<file path="config.mk">
export PLATFORM = sky130hd
export DESIGN_NAME = dcache_ctrl_flat
export DESIGN_NICKNAME = d
export VERILOG_FILES = /design/src/rtl/dcache_ctrl_pkg.sv /design/src/rtl/dcache_ctrl_if.sv /design/src/rtl/dcache_array.sv /design/src/rtl/dcache_ctrl.sv /design/src/flat_wrapper.sv
export SDC_FILE = /design/constraint.sdc
export NUM_CORES = 1
export LEC_CHECK = 0
export CAP_MARGIN = 15
export CELL_PAD_IN_SITES_DETAIL_PLACEMENT = 1
export CELL_PAD_IN_SITES_GLOBAL_PLACEMENT = 1
export CORE_MARGIN = 4
export CORE_UTILIZATION = 46
export CTS_CLUSTER_SIZE = 8
export DETAILED_ROUTE_END_ITERATION = 8
export HOLD_SLACK_MARGIN = 0.03
export PLACE_DENSITY_LB_ADDON = 0.1
export SLEW_MARGIN = 15
export SYNTH_ARGS = -nofsm -noshare
export SYNTH_HDL_FRONTEND = slang
export SYNTH_SLANG_ARGS = --single-unit
</file>
<file path="constraint.sdc">
create_clock -name clk -period 5.4 [get_ports clk]
set_clock_uncertainty 0.05 [all_clocks]
set_input_delay 0.81 -clock clk [delete_from_list [all_inputs] [get_ports clk]]
set_output_delay 0.81 -clock clk [all_outputs]
set_load 0.05 [all_outputs]
</file>
<file path="src/rtl/dcache_ctrl_pkg.sv">
// dcache_ctrl_pkg
// Shared definitions for the direct-mapped data cache:
//   - cacheState_t : controller FSM state encoding
//   - WORD_BITS, BYTE_OFF_BITS : fixed word geometry
//   - DEF_NLINES, DEF_WORDS    : default cache geometry
//   - lineBits / wordSelBits / indexBits / tagBits : address-field and
//     line widths derived from the geometry parameters
package dcache_ctrl_pkg;

    localparam int WORD_BITS     = 32;
    localparam int BYTE_OFF_BITS = 2;
    localparam int DEF_NLINES    = 4;
    localparam int DEF_WORDS     = 4;

    typedef enum logic [1:0] {
        IDLE      = 2'd0,
        WRITEBACK = 2'd1,
        REFILL    = 2'd2
    } cacheState_t;

    function automatic int lineBits(input int words);
        return WORD_BITS * words;
    endfunction

    function automatic int wordSelBits(input int words);
        return $clog2(words);
    endfunction

    function automatic int indexBits(input int nlines);
        return $clog2(nlines);
    endfunction

    // Everything above byte offset, word select and index is tag.
    function automatic int tagBits(input int nlines, input int words);
        return WORD_BITS - BYTE_OFF_BITS - $clog2(words) - $clog2(nlines);
    endfunction

endpackage

</file>
<file path="src/rtl/dcache_ctrl_if.sv">
// dcache_ctrl_if
// Line-granular memory bus between the cache (master) and backing memory
// (slave).
//   mem_req   : transaction request, held until the mem_ready cycle
//   mem_we    : 1 = line writeback, 0 = line refill
//   mem_addr  : line-aligned byte address
//   mem_wdata : writeback line data
//   mem_rdata : refill line data, valid in the mem_ready cycle
//   mem_ready : one-cycle completion pulse
interface dcache_ctrl_if import dcache_ctrl_pkg::*; #(
    parameter int WORDS = DEF_WORDS
) ();

    localparam int LB = lineBits(WORDS);

    logic          mem_req;
    logic          mem_we;
    logic [31:0]   mem_addr;
    logic [LB-1:0] mem_wdata;
    logic [LB-1:0] mem_rdata;
    logic          mem_ready;

    modport master (
        output mem_req, mem_we, mem_addr, mem_wdata,
        input  mem_rdata, mem_ready
    );

    modport slave (
        input  mem_req, mem_we, mem_addr, mem_wdata,
        output mem_rdata, mem_ready
    );

endinterface

</file>
<file path="src/rtl/dcache_array.sv">
// dcache_array
// Tag / valid / dirty / data storage for a direct-mapped cache.
//   index            : line selected for read and write
//   rdTag/rdValid/rdDirty/rdLine : combinational read of that line
//   wordWe, byteWe   : CPU store into one word, or one byte lane if byteWe
//   wordSel, byteSel : word and byte lane within the line
//   wdata            : store data (byte stores use wdata[7:0])
//   lineWe           : full-line refill; sets tag, valid=1, dirty=0
// Valid and dirty clear on reset; tag and data contents do not.
module dcache_array import dcache_ctrl_pkg::*; #(
    parameter  int NLINES = DEF_NLINES,
    parameter  int WORDS  = DEF_WORDS,
    localparam int IB = indexBits(NLINES),
    localparam int WB = wordSelBits(WORDS),
    localparam int TB = tagBits(NLINES, WORDS),
    localparam int LB = lineBits(WORDS)
) (
    input  logic          clk,
    input  logic          reset,
    input  logic [IB-1:0] index,
    output logic [TB-1:0] rdTag,
    output logic          rdValid,
    output logic          rdDirty,
    output logic [LB-1:0] rdLine,
    input  logic          wordWe,
    input  logic          byteWe,
    input  logic [WB-1:0] wordSel,
    input  logic [1:0]    byteSel,
    input  logic [31:0]   wdata,
    input  logic          lineWe,
    input  logic [TB-1:0] lineTag,
    input  logic [LB-1:0] lineData
);

    logic [TB-1:0]     tagMem  [NLINES];
    logic [LB-1:0]     dataMem [NLINES];
    logic [NLINES-1:0] validBits;
    logic [NLINES-1:0] dirtyBits;

    assign rdTag   = tagMem[index];
    assign rdLine  = dataMem[index];
    assign rdValid = validBits[index];
    assign rdDirty = dirtyBits[index];

    // NOTE: non-blocking assignments for every flop, so all state updates at the edge together.
    always_ff @(posedge clk) begin
        if (!reset) begin
            validBits <= '0;
            dirtyBits <= '0;
        end else if (lineWe) begin
            validBits[index] <= 1'b1;
            dirtyBits[index] <= 1'b0;
        end else if (wordWe) begin
            dirtyBits[index] <= 1'b1;
        end
    end

    // NOTE: tag/data arrays have no reset; the valid bits alone guard them, which keeps them RAM-mappable.
    always_ff @(posedge clk) begin
        if (lineWe) begin
            tagMem[index]  <= lineTag;
            dataMem[index] <= lineData;
        end else if (wordWe) begin
            if (byteWe)
                dataMem[index][{wordSel, byteSel, 3'b000} +: 8] <= wdata[7:0];
            else
                dataMem[index][{wordSel, 5'b00000} +: 32] <= wdata;
        end
    end

endmodule

</file>
<file path="src/rtl/dcache_ctrl.sv">
// dcache_ctrl
// Direct-mapped, write-back, write-allocate data cache controller.
//   clk, reset          : rising-edge clock, synchronous active-low reset
//   LoadM, MemWriteM    : MEM-stage load / store (both high = store)
//   ByteM               : byte access (1) or word access (0)
//   addr, wdata         : byte address and store data
//   rdata               : load data, valid when dhit=1 with a load
//   dhit                : 0 stalls the pipeline while a miss is serviced
//   mem                 : line bus to backing memory (master side)
// A miss on a dirty line writes the old line back, then refills; the held
// access is re-evaluated in IDLE and hits.
module dcache_ctrl import dcache_ctrl_pkg::*; #(
    parameter int NLINES = DEF_NLINES,
    parameter int WORDS  = DEF_WORDS
) (
    input  logic        clk,
    input  logic        reset,
    input  logic        LoadM,
    input  logic        MemWriteM,
    input  logic        ByteM,
    input  logic [31:0] addr,
    input  logic [31:0] wdata,
    output logic [31:0] rdata,
    output logic        dhit,
    dcache_ctrl_if.master mem
);

    localparam int IB = indexBits(NLINES);
    localparam int WB = wordSelBits(WORDS);
    localparam int TB = tagBits(NLINES, WORDS);
    localparam int LB = lineBits(WORDS);

    cacheState_t state, nextState;

    logic [1:0]    byteSel;
    logic [WB-1:0] wordSel;
    logic [IB-1:0] index;
    logic [TB-1:0] addrTag;

    logic [TB-1:0] rdTag;
    logic          rdValid, rdDirty;
    logic [LB-1:0] rdLine;
    logic          wordWe, lineWe;
    logic          access, hit;
    logic [31:0]   rdWord;
    logic [7:0]    rdByte;

    assign byteSel = addr[1:0];
    assign wordSel = addr[BYTE_OFF_BITS +: WB];
    assign index   = addr[BYTE_OFF_BITS + WB +: IB];
    assign addrTag = addr[31 -: TB];

    dcache_array #(
        .NLINES (NLINES),
        .WORDS  (WORDS)
    ) u_array (
        .clk      (clk),
        .reset    (reset),
        .index    (index),
        .rdTag    (rdTag),
        .rdValid  (rdValid),
        .rdDirty  (rdDirty),
        .rdLine   (rdLine),
        .wordWe   (wordWe),
        .byteWe   (ByteM),
        .wordSel  (wordSel),
        .byteSel  (byteSel),
        .wdata    (wdata),
        .lineWe   (lineWe),
        .lineTag  (addrTag),
        .lineData (mem.mem_rdata)
    );

    assign access = LoadM | MemWriteM;
    assign hit    = access && rdValid && (rdTag == addrTag);

    // Byte loads are sign-extended; word loads ignore addr[1:0].
    assign rdWord = rdLine[{wordSel, 5'b00000} +: 32];
    assign rdByte = rdWord[{byteSel, 3'b000} +: 8];
    assign rdata  = ByteM ? {{24{rdByte[7]}}, rdByte} : rdWord;

    // Only a writeback consumes this; the resident line is what gets evicted.
    assign mem.mem_wdata = rdLine;

    always_ff @(posedge clk) begin
        if (!reset)
            state <= IDLE;
        else
            state <= nextState;
    end

    always_comb begin
        // NOTE: every output gets its default first, so no branch can leave a latch behind.
        nextState    = state;
        dhit         = 1'b1;
        mem.mem_req  = 1'b0;
        mem.mem_we   = 1'b0;
        mem.mem_addr = {addrTag, index, {(WB + BYTE_OFF_BITS){1'b0}}};
        wordWe       = 1'b0;
        lineWe       = 1'b0;

        case (state)
            IDLE: begin
                if (access) begin
                    if (hit) begin
                        wordWe = MemWriteM;
                    end else begin
                        dhit      = 1'b0;
                        nextState = (rdValid && rdDirty) ? WRITEBACK : REFILL;
                    end
                end
            end
            WRITEBACK: begin
                dhit         = 1'b0;
                mem.mem_req  = 1'b1;
                mem.mem_we   = 1'b1;
                mem.mem_addr = {rdTag, index, {(WB + BYTE_OFF_BITS){1'b0}}};
                if (mem.mem_ready)
                    nextState = REFILL;
            end
            REFILL: begin
                dhit        = 1'b0;
                mem.mem_req = 1'b1;
                if (mem.mem_ready) begin
                    lineWe    = 1'b1;
                    nextState = IDLE;
                end
            end
            default: nextState = IDLE;
        endcase

        // While reset is held the cache looks idle and writes nothing.
        if (!reset) begin
            nextState   = IDLE;
            dhit        = 1'b1;
            mem.mem_req = 1'b0;
            mem.mem_we  = 1'b0;
            wordWe      = 1'b0;
            lineWe      = 1'b0;
        end
    end

endmodule

</file>
<file path="src/flat_wrapper.sv">
// flat-port wrapper written by rule: the top's interface ports become plain ports
module dcache_ctrl_flat import dcache_ctrl_pkg::*;
#(
    parameter int NLINES = DEF_NLINES,
    parameter int WORDS  = DEF_WORDS
)
  (clk, reset, LoadM, MemWriteM, ByteM, addr, wdata, rdata, dhit, mem_mem_req, mem_mem_we, mem_mem_addr, mem_mem_wdata, mem_mem_rdata, mem_mem_ready);
  dcache_ctrl_if #(.WORDS(WORDS)) mem_i ();
  input  logic clk;
  input  logic reset;
  input  logic LoadM;
  input  logic MemWriteM;
  input  logic ByteM;
  input  logic [31:0] addr;
  input  logic [31:0] wdata;
  output logic [31:0] rdata;
  output logic dhit;
  output wire logic [$bits(mem_i.mem_req)-1:0] mem_mem_req;
  output wire logic [$bits(mem_i.mem_we)-1:0] mem_mem_we;
  output wire logic [$bits(mem_i.mem_addr)-1:0] mem_mem_addr;
  output wire logic [$bits(mem_i.mem_wdata)-1:0] mem_mem_wdata;
  input wire logic [$bits(mem_i.mem_rdata)-1:0] mem_mem_rdata;
  input wire logic [$bits(mem_i.mem_ready)-1:0] mem_mem_ready;
  assign mem_mem_req = mem_i.mem_req;
  assign mem_mem_we = mem_i.mem_we;
  assign mem_mem_addr = mem_i.mem_addr;
  assign mem_mem_wdata = mem_i.mem_wdata;
  assign mem_i.mem_rdata = mem_mem_rdata;
  assign mem_i.mem_ready = mem_mem_ready;
  dcache_ctrl #(.NLINES(NLINES), .WORDS(WORDS)) u_core (.clk(clk), .reset(reset), .LoadM(LoadM), .MemWriteM(MemWriteM), .ByteM(ByteM), .addr(addr), .wdata(wdata), .rdata(rdata), .dhit(dhit), .mem(mem_i));
endmodule
</file>
==> metrics.txt <==
# TYPE chip_impl_metric gauge
chip_impl_metric{name="synth_area_per_cell",unit="µm²"} 15.1
chip_impl_info{name="setup.worst_path.class",value="input pin to primary output"} 1
chip_impl_metric{name="seq_area_frac_synth",unit=""} 0.655
chip_impl_metric{name="route.final.wire_length",unit="µm"} 102000
chip_impl_metric{name="start_util",unit=""} 0.464
chip_impl_metric{name="grt_start_max_net_pins",unit=""} 75
chip_impl_metric{name="filler_cell_count",unit=""} 5824
chip_impl_metric{name="htree_levels",unit=""} 3
chip_impl_metric{name="design.die.area",unit="µm²"} 66100
chip_impl_metric{name="numCtsBuffers",unit=""} 88
chip_impl_metric{name="final_net_count",unit=""} 2595
chip_impl_metric{name="place.port_buffers",unit=""} 388
chip_impl_metric{name="vias",unit=""} 20042
chip_impl_metric{name="clkLatencyLatePin",unit="ns"} 0.61
chip_impl_metric{name="gp_congestion",unit=""} 0.910
chip_impl_info{name="worstSetupEndpointType",value="primary output"} 1
chip_impl_metric{name="comb_power_share",unit=""} 0.144
chip_impl_metric{name="total_power",unit="W"} 0.0120
chip_impl_metric{name="final.period_utilization",unit=""} 0.940
chip_impl_info{name="kind_of_start_point_of_the_critical_path",value="input pin"} 1
chip_impl_info{name="rsz0062_at_grt",value="false"} 1
chip_impl_metric{name="storage_element_area",unit="µm²"} 18700
chip_impl_metric{name="multi_input_area",unit="µm²"} 9000
chip_impl_metric{name="power.share.sequential",unit=""} 0.451
chip_impl_metric{name="drt_pass1_iterations",unit=""} 5
chip_impl_metric{name="drc_errors",unit=""} 0
chip_impl_metric{name="io-pin-count",unit=""} 393
chip_impl_metric{name="peakVddDrop",unit="mV"} 0.211
chip_impl_metric{name="netSwitchingPower",unit="W"} 0.00312
chip_impl_metric{name="ant_nets",unit=""} 0
chip_impl_metric{name="post_cts_resize_count",unit=""} 0
chip_impl_info{name="status",value="finished clean"} 1
chip_impl_metric{name="p_clk_frac",unit=""} 0.405
chip_impl_metric{name="hold_viol",unit=""} 0
chip_impl_metric{name="area.growth.synth_to_final",unit="%"} 27.2
chip_impl_info{name="mostFrequentLayoutCell",value="sky130_fd_sc_hd__edfxtp_1"} 1
chip_impl_metric{name="max_slew_margin",unit=""} 0.316
chip_impl_info{name="clock_tree_from_tritoncts",value="yes"} 1
chip_impl_metric{name="worst-endpoint-required",unit="ns"} 4.54
chip_impl_metric{name="timing.max_cap.violations",unit=""} 0
chip_impl_metric{name="dp_hpwl",unit="µm"} 73900
chip_impl_metric{name="postSynthRegisterBits",unit=""} 626
chip_impl_metric{name="die-width",unit="µm"} 257
chip_impl_metric{name="detail_route.iter0.violations",unit=""} 2166
chip_impl_metric{name="cts.sink_count",unit=""} 626
chip_impl_info{name="root_buffer",value="sky130_fd_sc_hd__clkbuf_16"} 1
chip_impl_metric{name="cellPowerDensity",unit="nW/µm²"} 331
chip_impl_info{name="hold_class",value="register to register"} 1
chip_impl_metric{name="viasPerCell",unit=""} 6.17
chip_impl_metric{name="clkSlewWorstSetupHoldPaths",unit="ns"} 0.04
chip_impl_metric{name="count_of_distinct_cell_types_in_the_synthesized_netlist",unit=""} 70
chip_impl_metric{name="die_y",unit="µm"} 257
chip_impl_metric{name="grt_pass1_vias",unit=""} 21097
chip_impl_metric{name="ys_warn_count",unit=""} 0
chip_impl_metric{name="antenna_violations_before_repair",unit=""} 1
chip_impl_metric{name="cts_hold_buffers",unit=""} 0
chip_impl_metric{name="internal-power",unit="W"} 0.00892
chip_impl_info{name="mostFrequentLayoutCells",value="sky130_fd_sc_hd__edfxtp_1 (616), sky130_fd_sc_hd__clkdlybuf4s50_1 (351), sky130_fd_sc_hd__nand2_1 (269)"} 1
chip_impl_metric{name="final_number_of_setup_violating_endpoints",unit=""} 0
chip_impl_metric{name="wire_length_of_the_first_global_routing_pass",unit="µm"} 147000
chip_impl_metric{name="layout_min_cycle_time",unit="ns"} 5.07
chip_impl_info{name="synthFlopType",value="sky130_fd_sc_hd__edfxtp_1"} 1
chip_impl_metric{name="layout_setup_ws",unit="ns"} 0.326
chip_impl_metric{name="worst-path-max-fanout",unit=""} 55
chip_impl_metric{name="synth-async-reset-ratio",unit=""} 0
chip_impl_metric{name="preCtsSetupSlack",unit="ns"} 0.295
chip_impl_metric{name="maxSlewViolCount",unit=""} 0
chip_impl_metric{name="grt-ovfl-total",unit=""} 0
chip_impl_metric{name="drive_above_1_share",unit=""} 0.205
chip_impl_metric{name="core_region_area",unit="µm²"} 61600
chip_impl_metric{name="synthesis.area",unit="µm²"} 28600
chip_impl_metric{name="netSwitchingFraction",unit=""} 0.259
chip_impl_metric{name="worst_margin_pin_slew",unit="ns"} 1.03
chip_impl_metric{name="drt-wirelength-per-cell",unit="µm"} 31.3
chip_impl_metric{name="synth_edf_count",unit=""} 616
chip_impl_metric{name="ctsLongestPathBuffers",unit=""} 3
chip_impl_metric{name="maxClockFrequency",unit="MHz"} 197
chip_impl_metric{name="cts_post_setup_buffers_inserted",unit=""} 0
chip_impl_metric{name="critical_path_arrival",unit="ns"} 4.21
chip_impl_metric{name="grt_usage",unit=""} 0.304
chip_impl_metric{name="fin_tns_setup",unit="ns"} 0
chip_impl_metric{name="power.leakage",unit="nW"} 12.4
chip_impl_metric{name="synthCells",unit=""} 1894
chip_impl_metric{name="core.rowCount",unit=""} 91
[path summary, 6_finish.rpt]
| kind | from | endpoint | slack [ns] | depth (start not counted) |
|---|---|---|---|---|
| worst max-delay path | addr[4] | rdata[7] | 0.33 | 8 |
| worst max register to register | u_core.state[0]$_SDFFE_PN0P_ | u_core.u_array.dataMem[2][116]$_DFFE_PP_ | 1.23 | 12 |
| worst min-delay path | u_core.u_array.validBits[0]$_SDFFE_PN0P_ | u_core.u_array.validBits[0]$_SDFFE_PN0P_ | 0.44 | 1 |
| worst min register to register | u_core.u_array.validBits[0]$_SDFFE_PN0P_ | u_core.u_array.validBits[0]$_SDFFE_PN0P_ | 0.44 | 1 |
[synth_stat cells (13+ instances only)]
| library cell | count | area (µm²) |
|---|---|---|
| sky130_fd_sc_hd__edfxtp_1 | 616 | 18500 |
| sky130_fd_sc_hd__nand2b_1 | 15 | 93.8 |
| sky130_fd_sc_hd__buf_4 | 13 | 97.6 |
| sky130_fd_sc_hd__nand2_1 | 269 | 1010 |
| sky130_fd_sc_hd__o221ai_1 | 37 | 324 |
| sky130_fd_sc_hd__buf_1 | 15 | 56.3 |
| sky130_fd_sc_hd__o22ai_1 | 17 | 106 |
| sky130_fd_sc_hd__inv_1 | 64 | 240 |
| sky130_fd_sc_hd__nor2_1 | 57 | 214 |
| sky130_fd_sc_hd__xnor2_1 | 16 | 140 |
| sky130_fd_sc_hd__mux4_2 | 169 | 3810 |
| sky130_fd_sc_hd__o211ai_1 | 22 | 165 |
| sky130_fd_sc_hd__clkbuf_1 | 81 | 304 |
| sky130_fd_sc_hd__o21ai_0 | 78 | 390 |
| sky130_fd_sc_hd__a21oi_1 | 92 | 460 |
| sky130_fd_sc_hd__nand4_1 | 23 | 144 |
| sky130_fd_sc_hd__nand3_1 | 54 | 270 |
| sky130_fd_sc_hd__mux2i_1 | 23 | 230 |
| sky130_fd_sc_hd__buf_2 | 24 | 120 |
| sky130_fd_sc_hd__mux2_2 | 17 | 191 |
| sky130_fd_sc_hd__a21o_1 | 43 | 323 |
[critical path, stage by stage]
cell and delay (ns):
sky130_fd_sc_hd__buf_8 0.51, sky130_fd_sc_hd__buf_4 0.35, sky130_fd_sc_hd__mux4_2 0.56, sky130_fd_sc_hd__mux4_2 0.48, sky130_fd_sc_hd__mux4_2 0.48, sky130_fd_sc_hd__nand2_1 0.48
sky130_fd_sc_hd__o21ai_0 0.22, sky130_fd_sc_hd__buf_4 0.24
[metal layers]
metal / up-vias / global-route usage / share of wire
met5: - / 0 / 0
met4: 0 / 0.104 / 0.035
met3: 188 / 0.0625 / 0.091
met2: 1077 / 0.512 / 0.50
met1: 10396 / 0.398 / 0.38
li1: 8381 / - / -
[power groups by stage]
stage | sequential, W | combinational [W] | clock (W)
after global routing | 0.00543 | 0.00180 | 0.00517
final | 0.00543 | 0.00173 | 0.00488
after floorplan | 0.00551 | 0.000977 | 0
after CTS | 0.00543 | 0.00173 | 0.00494
after detailed placement | 0.00552 | 0.00172 | 0
after global placement | 0.00552 | 0.00170 | 0
[state kept, by name, summed over array words and instances, names as in the netlist, named ones only]
| register | count |
|---|---|
| u_core.u_array.dataMem | 512 |
| u_core.u_array.tagMem | 104 |
| u_core.u_array.validBits | 4 |
| u_core.state | 2 |
[stage by stage]
stage	area [µm²]	instances	utilization	hold slack, ns
floorplan	28600	1897	-	0.393
global route	36300	3246	0.590	0.467
detailed placement	34000	3133	0.551	0.426
CTS	36300	3246	0.590	0.437
finish	36300	3248	0.590	0.439
global placement	34000	3133	0.551	0.418
[kinds of logic after synthesis]
kind of cell             Yosys count  share of synthesized area
AND/OR/NAND/NOR                  479                     0.0760
AO/OA/AOI/OAI                    340                     0.0778
buffers and inverters            207                     0.0318
adder cells (fa/ha/maj)           11                    0.00482
multiplexers                     209                      0.148
XOR/XNOR                          21                    0.00670
other                              1                   0.000131
flip-flops                       626                      0.655
[layout make-up]
type | instances | share of cell area
Antenna cell | 2 | 0.000138
Clock buffer | 104 | 0.0623
Clock inverter | 9 | 0.00255
Inverter | 68 | 0.00703
Multi-Input combinational cell | 1064 | 0.248
Sequential cell | 626 | 0.515
Tap cell | 837 | 0.0288
Timing Repair Buffer | 538 | 0.137
Note: power is estimated with default switching activity, not from simulation.
